`src/rtl/bp_tile_cfg_sequencer_pkg.sv`:
```
// Shared definitions for the tile config link: register addresses, CCE modes and
// the boot sequencer state encoding.
package bp_tile_cfg_sequencer_pkg;

  localparam logic [15:0] freeze_addr     = 16'h0001;
  localparam logic [15:0] core_id_addr    = 16'h0002;
  localparam logic [15:0] cce_id_addr     = 16'h0003;
  localparam logic [15:0] cce_mode_addr   = 16'h0004;
  localparam logic [15:0] ucode_base_addr = 16'h8000;

  typedef enum logic [0:0] {
    e_cce_mode_uncached = 1'b0,
    e_cce_mode_normal   = 1'b1
  } cce_mode_e;

  typedef enum logic [3:0] {
    StIdle,
    StFreeze,
    StCoreId,
    StCceId,
    StModeUc,
    StUcRd,
    StUcWr,
    StModeNorm,
    StUnfreeze,
    StDone
  } cfg_state_e;

endpackage

```
`src/rtl/bp_tile_cfg_ucode_fetch.sv`:
```
// Microcode fetch path: ROM index counter, read strobe, and a hold register that
// keeps the fetched word stable while the config link back-pressures.
module bp_tile_cfg_ucode_fetch #(
  parameter int unsigned ucode_els_p        = 256,
  parameter int unsigned ucode_addr_width_p = (ucode_els_p > 1) ? $clog2(ucode_els_p) : 1,
  parameter int unsigned cfg_data_width_p   = 64
) (
  input  logic                          clk_i,
  input  logic                          reset_i,
  input  logic                          rd_i,
  input  logic                          wr_i,
  input  logic                          clr_i,
  input  logic                          adv_i,
  output logic                          ucode_v_o,
  output logic [ucode_addr_width_p-1:0] ucode_addr_o,
  input  logic [cfg_data_width_p-1:0]   ucode_data_i,
  output logic [cfg_data_width_p-1:0]   data_o,
  output logic                          last_o
);

  logic [ucode_addr_width_p-1:0] idx_q, idx_d;
  logic                          armed_q;
  logic                          first_q;
  logic [cfg_data_width_p-1:0]   hold_q;

  always_comb begin
    idx_d = idx_q;
    if (clr_i) begin
      idx_d = '0;
    end else if (adv_i) begin
      idx_d = idx_q + 1'b1;
    end
  end

  // First read cycle settles the address; the strobe fires on the second.
  assign ucode_v_o    = rd_i & armed_q;
  assign ucode_addr_o = (rd_i | wr_i) ? idx_q : '0;
  assign last_o       = (idx_q == ucode_addr_width_p'(ucode_els_p - 1));
  // ROM data is only valid the cycle after the strobe; afterwards use the copy.
  assign data_o       = first_q ? ucode_data_i : hold_q;

  always_ff @(posedge clk_i or posedge reset_i) begin
    if (reset_i) begin
      idx_q   <= '0;
      armed_q <= 1'b0;
      first_q <= 1'b0;
      hold_q  <= '0;
    end else begin
      idx_q   <= idx_d;
      armed_q <= rd_i & ~armed_q;
      first_q <= ucode_v_o;
      if (first_q) begin
        hold_q <= ucode_data_i;
      end
    end
  end

endmodule

```
`src/rtl/bp_tile_cfg_sequencer.sv`:
```
// Boot-time sequencer that programs every tile over the config link: freeze, IDs,
// CCE microcode load in uncached mode, switch to normal mode, unfreeze.
module bp_tile_cfg_sequencer
  import bp_tile_cfg_sequencer_pkg::*;
#(
  parameter int unsigned num_tiles_p      = 1,
  parameter int unsigned tile_id_width_p  = 4,
  parameter int unsigned cfg_addr_width_p = 16,
  parameter int unsigned cfg_data_width_p = 64,
  parameter int unsigned ucode_els_p      = 256,
  parameter bit          skip_ucode_p     = 1'b0,
  localparam int unsigned ucode_addr_width_lp = (ucode_els_p > 1) ? $clog2(ucode_els_p) : 1
) (
  input  logic                           clk_i,
  input  logic                           reset_i,
  input  logic                           start_i,
  output logic                           ucode_v_o,
  output logic [ucode_addr_width_lp-1:0] ucode_addr_o,
  input  logic [cfg_data_width_p-1:0]    ucode_data_i,
  output logic                           cfg_v_o,
  output logic [tile_id_width_p-1:0]     cfg_tile_o,
  output logic [cfg_addr_width_p-1:0]    cfg_addr_o,
  output logic [cfg_data_width_p-1:0]    cfg_data_o,
  input  logic                           cfg_ready_i,
  output logic                           busy_o,
  output logic                           done_o
);

  cfg_state_e                  state_q, state_d;
  logic [tile_id_width_p-1:0]  tile_q, tile_d;
  logic                        uc_rd, uc_wr, uc_clr, uc_adv, uc_last;
  logic [cfg_data_width_p-1:0] uc_data;
  logic                        last_tile;

  assign last_tile = (tile_q == tile_id_width_p'(num_tiles_p - 1));

  bp_tile_cfg_ucode_fetch #(
    .ucode_els_p       (ucode_els_p),
    .ucode_addr_width_p(ucode_addr_width_lp),
    .cfg_data_width_p  (cfg_data_width_p)
  ) u_fetch (
    .clk_i       (clk_i),
    .reset_i     (reset_i),
    .rd_i        (uc_rd),
    .wr_i        (uc_wr),
    .clr_i       (uc_clr),
    .adv_i       (uc_adv),
    .ucode_v_o   (ucode_v_o),
    .ucode_addr_o(ucode_addr_o),
    .ucode_data_i(ucode_data_i),
    .data_o      (uc_data),
    .last_o      (uc_last)
  );

  always_comb begin
    state_d    = state_q;
    tile_d     = tile_q;
    cfg_v_o    = 1'b0;
    cfg_addr_o = '0;
    cfg_data_o = '0;
    uc_rd      = 1'b0;
    uc_wr      = 1'b0;
    uc_clr     = 1'b0;
    uc_adv     = 1'b0;

    unique case (state_q)
      StIdle, StDone: begin
        if (start_i) begin
          state_d = StFreeze;
          tile_d  = '0;
          uc_clr  = 1'b1;
        end
      end
      StFreeze: begin
        cfg_v_o    = 1'b1;
        cfg_addr_o = cfg_addr_width_p'(freeze_addr);
        cfg_data_o = cfg_data_width_p'(1);
        if (cfg_ready_i) state_d = StCoreId;
      end
      StCoreId: begin
        cfg_v_o    = 1'b1;
        cfg_addr_o = cfg_addr_width_p'(core_id_addr);
        cfg_data_o = cfg_data_width_p'(tile_q);
        if (cfg_ready_i) state_d = StCceId;
      end
      StCceId: begin
        cfg_v_o    = 1'b1;
        cfg_addr_o = cfg_addr_width_p'(cce_id_addr);
        cfg_data_o = cfg_data_width_p'(tile_q);
        if (cfg_ready_i) state_d = StModeUc;
      end
      StModeUc: begin
        cfg_v_o    = 1'b1;
        cfg_addr_o = cfg_addr_width_p'(cce_mode_addr);
        cfg_data_o = cfg_data_width_p'(e_cce_mode_uncached);
        if (cfg_ready_i) state_d = skip_ucode_p ? StModeNorm : StUcRd;
      end
      StUcRd: begin
        uc_rd = 1'b1;
        if (ucode_v_o) state_d = StUcWr;
      end
      StUcWr: begin
        uc_wr      = 1'b1;
        cfg_v_o    = 1'b1;
        cfg_addr_o = cfg_addr_width_p'(ucode_base_addr) + cfg_addr_width_p'(ucode_addr_o);
        cfg_data_o = uc_data;
        if (cfg_ready_i) begin
          if (uc_last) begin
            state_d = StModeNorm;
          end else begin
            uc_adv  = 1'b1;
            state_d = StUcRd;
          end
        end
      end
      StModeNorm: begin
        cfg_v_o    = 1'b1;
        cfg_addr_o = cfg_addr_width_p'(cce_mode_addr);
        cfg_data_o = cfg_data_width_p'(e_cce_mode_normal);
        if (cfg_ready_i) state_d = StUnfreeze;
      end
      StUnfreeze: begin
        cfg_v_o    = 1'b1;
        cfg_addr_o = cfg_addr_width_p'(freeze_addr);
        if (cfg_ready_i) begin
          if (last_tile) begin
            state_d = StDone;
          end else begin
            tile_d  = tile_q + 1'b1;
            uc_clr  = 1'b1;
            state_d = StFreeze;
          end
        end
      end
      default: state_d = StIdle;
    endcase
  end

  assign cfg_tile_o = busy_o ? tile_q : '0;
  assign busy_o     = (state_q != StIdle) && (state_q != StDone);
  assign done_o     = (state_q == StDone);

  always_ff @(posedge clk_i or posedge reset_i) begin
    if (reset_i) begin
      state_q <= StIdle;
      tile_q  <= '0;
    end else begin
      state_q <= state_d;
      tile_q  <= tile_d;
    end
  end

endmodule

```
`config.mk`:
```
export PLATFORM = sky130hd
export DESIGN_NAME = bp_tile_cfg_sequencer
export DESIGN_NICKNAME = d
export VERILOG_FILES = /design/src/rtl/bp_tile_cfg_sequencer_pkg.sv /design/src/rtl/bp_tile_cfg_ucode_fetch.sv /design/src/rtl/bp_tile_cfg_sequencer.sv
export SDC_FILE = /design/constraint.sdc
export NUM_CORES = 1
export LEC_CHECK = 0
export CELL_PAD_IN_SITES_DETAIL_PLACEMENT = 0
export CELL_PAD_IN_SITES_GLOBAL_PLACEMENT = 1
export CORE_MARGIN = 2
export CORE_UTILIZATION = 35
export DETAILED_ROUTE_END_ITERATION = 8
export PLACE_DENSITY_LB_ADDON = 0.1
export REMOVE_ABC_BUFFERS = 1
export SYNTH_ARGS = -nofsm -noshare
export SYNTH_HDL_FRONTEND = slang
export SYNTH_SLANG_ARGS = --single-unit
```
`constraint.sdc`:
```
create_clock -name clk_i -period 7.67 [get_ports clk_i]
set_input_delay 1.534 -clock clk_i [delete_from_list [all_inputs] [get_ports clk_i]]
set_output_delay 1.534 -clock clk_i [all_outputs]
set_load 0.01 [all_outputs]
```
==> impl_metrics.env <==
export IMPL_seq_power_share=0.398
export IMPL_peakVddDrop_uv=212
export IMPL_crit_chain="clkdlybuf4s50_1 > mux2_2 > nor3_1 > a311oi_1 > clkdlybuf4s50_1"
export IMPL_final_common_cell="clkdlybuf4s50_1"
export IMPL_hold_viol_final=0
export IMPL_synth_edff_count=0
export IMPL_cts_hold_buffers=0
export IMPL_cp_arrival_ns=3.06
export IMPL_ys_flop_type="dfrtp_1"
export IMPL_crit_family="buffers and inverters"
export IMPL_crit_path_top_delay_cell="clkdlybuf4s50_1"
export IMPL_viasPerCell=4.86
export IMPL_clkTransAtPathRegs_ns=0.06
export IMPL_hp_start="u_fetch.hold_q[38]"
export IMPL_fin_setup_tns_ns=0
export IMPL_layout_common_cells="156 x clkdlybuf4s50_1, 81 x dfrtp_1, 73 x and2_1"
export IMPL_finalMaxSlewViolations=0
export IMPL_status="finished, final reports clean"
export IMPL_gp_congestion=0.768
export IMPL_grt_usage=0.172
export IMPL_p_switching_mw=0.543
export IMPL_p_clk_frac=0.254
export IMPL_numCtsBuffers=9
export IMPL_syn_area_mm2=0.00409
export IMPL_ys_warnings_count=0
export IMPL_final_nets=579
export IMPL_clk_latency_ns=0.34
export IMPL_tightest_slew_ns=0.943
export IMPL_clock_sinks=82
export IMPL_syn_instance_count=362
export IMPL_grt_most_used_layer="met2"
export IMPL_reg2reg_from="state_q[0]"
export IMPL_synth_seq_cells=82
export IMPL_intPower_mw=1.20
export IMPL_power_combinational_fraction=0.348
export IMPL_avgSynthCellArea_um2=11.3
export IMPL_cts_root_buffer="clkbuf_16"
export IMPL_worstPathRequired_ns=6.14
export IMPL_use_met3=0.0454
export IMPL_totalWireLength_um=10400
export IMPL_antenna_cells=0
export IMPL_clockBufferDepth=2
export IMPL_post_cts_setup_buffers=0
export IMPL_critPathMaxFanout=2
export IMPL_route_detailed_drc=0
export IMPL_fin_crit_sh=0.599
export IMPL_place_hpwl_um=7120
export IMPL_slew_headroom=0.367
export IMPL_htree_levels=3
export IMPL_setup_violations_final=0
export IMPL_coreArea_mm2=0.0114
export IMPL_async_flop_share=1.00
export IMPL_vias=3185
export IMPL_design_area_mm2=0.00603
export IMPL_drt_wirelength_per_cell_um=15.8
export IMPL_grt_max_degree=55
export IMPL_post_route_min_period_ns=4.59
export IMPL_power_mw=1.74
export IMPL_fillers=1026
export IMPL_post_cts_resized=0
export IMPL_grt_pass1_wl_um=17200
export IMPL_fmax_mhz=218
export IMPL_antenna_found_initial=0
export IMPL_ioPinCount=164
export IMPL_p_per_area_mw_per_mm2=289
export IMPL_place_area_mm2=0.00572
export IMPL_holdCritPathClass="reg2reg"
export IMPL_portBuffers=156
export IMPL_critPathLaunchType="input pin"
export IMPL_whs_ns=0.474
export IMPL_dr_pass1_iters=4
export IMPL_crit_type="in2out"
export IMPL_crit_buf_inv=2
export IMPL_seq_area_frac_synth=0.502
export IMPL_die_w_um=112
export IMPL_die_area_mm2=0.0126
export IMPL_crit_path_start="ucode_data_i[0]"
export IMPL_initial_core_util=0.358
export IMPL_rows=39
export IMPL_layout_setup_ws_ns=3.08
export IMPL_cellLeakagePower_nw=2.58
export IMPL_overflow=0
export IMPL_rsz0062_at_grt="false"
export IMPL_synth_distinct_cells=51
export IMPL_p_sw_frac=0.311
export IMPL_dpl_worst_slack_ns=3.09
export IMPL_tritoncts="done"
export IMPL_crit_top_cell="clkdlybuf4s50_1"
export IMPL_slowest_delay_ns=0.59
export IMPL_ant_nets=0
export IMPL_drt_iter0_markers=111
export IMPL_use_met1=0.226
export IMPL_maxCapViolCount=0
export IMPL_area_growth_pct=47.5
export IMPL_grtUsageMet2=0.276
export IMPL_grt_pass1_vias=3312
export IMPL_worst_setup_path_end_kind="primary output"
export IMPL_drive_above_1_share=0.0799
export IMPL_fin_skew_ns=0.00669
export IMPL_fp_dieH_um=112
## worst paths after layout
| path | cells past startpoint | slack, ns | endpoint |
|---|---|---|---|
| max | 5 | 3.08 | cfg_data_o[0] |
| max reg2reg | 4 | 5.31 | u_fetch.idx_q[5] |
| min in group asynchronous | 2 | 1.54 | u_fetch.hold_q[15] |
| min | 1 | 0.47 | u_fetch.hold_q[38] |
| min reg2reg | 1 | 0.47 | u_fetch.hold_q[38] |
| max in group asynchronous | 3 | 4.97 | u_fetch.first_q |
## routing by layer
| metal | part of all wire | vias to the layer above |
|---|---|---|
| li1 | - | 1534 |
| met1 | 0.45 | 1524 |
| met4 | 0.017 | 0 |
| met2 | 0.47 | 115 |
| met3 | 0.061 | 12 |
| met5 | 0 | - |
## worst register-to-register path, delay by kind of cell (launching register included)
kind	cells	cell delay [ns]
AO/OA/AOI/OAI	2	0.48
flip-flops	1	0.58
AND/OR/NAND/NOR	2	1.21
## power by group through the flow
stage          clock network (mW)  logic, mW  registers (mW)
5_1_grt                     0.479      0.678           0.718
2_1_floorplan                   0      0.361           0.678
3_3_place_gp                    0      0.603           0.695
4_1_cts                     0.457      0.619           0.694
6_report                    0.443      0.607           0.693
3_5_place_dp                    0      0.615           0.702
## cells by family (layout without fill, tap and decap cells)
family / count (synthesis) / count (layout) / synth area share
AND/OR/NAND/NOR: 117 / 117 / 0.172
flip-flops: 82 / 82 / 0.502
multiplexers: 66 / 66 / 0.181
AO/OA/AOI/OAI: 46 / 46 / 0.0768
buffers and inverters: 43 / 188 / 0.0493
XOR/XNOR: 4 / 4 / 0.00857
adder cells (fa/ha/maj): 3 / 3 / 0.00918
other: 1 / 7 / 0.000917
## cells in the mapped netlist, types with 3 or more instances
library cell  count  area share
a21oi_1          12       0.015
a22o_1            4      0.0086
and2_1           73        0.11
buf_4             8       0.015
clkbuf_1         17       0.016
dfrtp_1          82        0.50
ha_1              3      0.0092
inv_1            12       0.011
mux2_1           47        0.13
mux2_2           17       0.047
nand2_1           7      0.0064
nand2b_1          3      0.0046
nand3_1           4      0.0049
nor2_1           10      0.0092
nor3_1            4      0.0049
o21ai_1           4      0.0049
o22ai_1           3      0.0046
o31ai_1           5      0.0092
or4_1             4      0.0073
## state kept, by name (all words and copies together) (netlist names)
signal,flops
u_fetch.armed_q,1
u_fetch.hold_q,64
u_fetch.first_q,1
state_q,4
tile_q,4
u_fetch.idx_q,8
## per-stage QoR
| step | utilization | std cells |
|---|---|---|
| after floorplan | - | 338 |
| after global placement | 0.501 | 640 |
| after detailed placement | 0.501 | 640 |
| after CTS | 0.528 | 656 |
| after global routing | 0.528 | 656 |
| final | 0.528 | 656 |
## layout make-up
| type | count | area (um^2) | share of cell area |
|---|---|---|---|
| tap | 143 | 179 | 0.0297 |
| multi-input combinational | 243 | 1860 | 0.308 |
| inverter | 13 | 50.0 | 0.00830 |
| timing repair buffer | 159 | 1580 | 0.263 |
| clock inverter | 4 | 50.0 | 0.00830 |
| sequential | 82 | 2050 | 0.340 |
| clock buffer | 12 | 256 | 0.0425 |
Power figures use the tool's default switching activity.
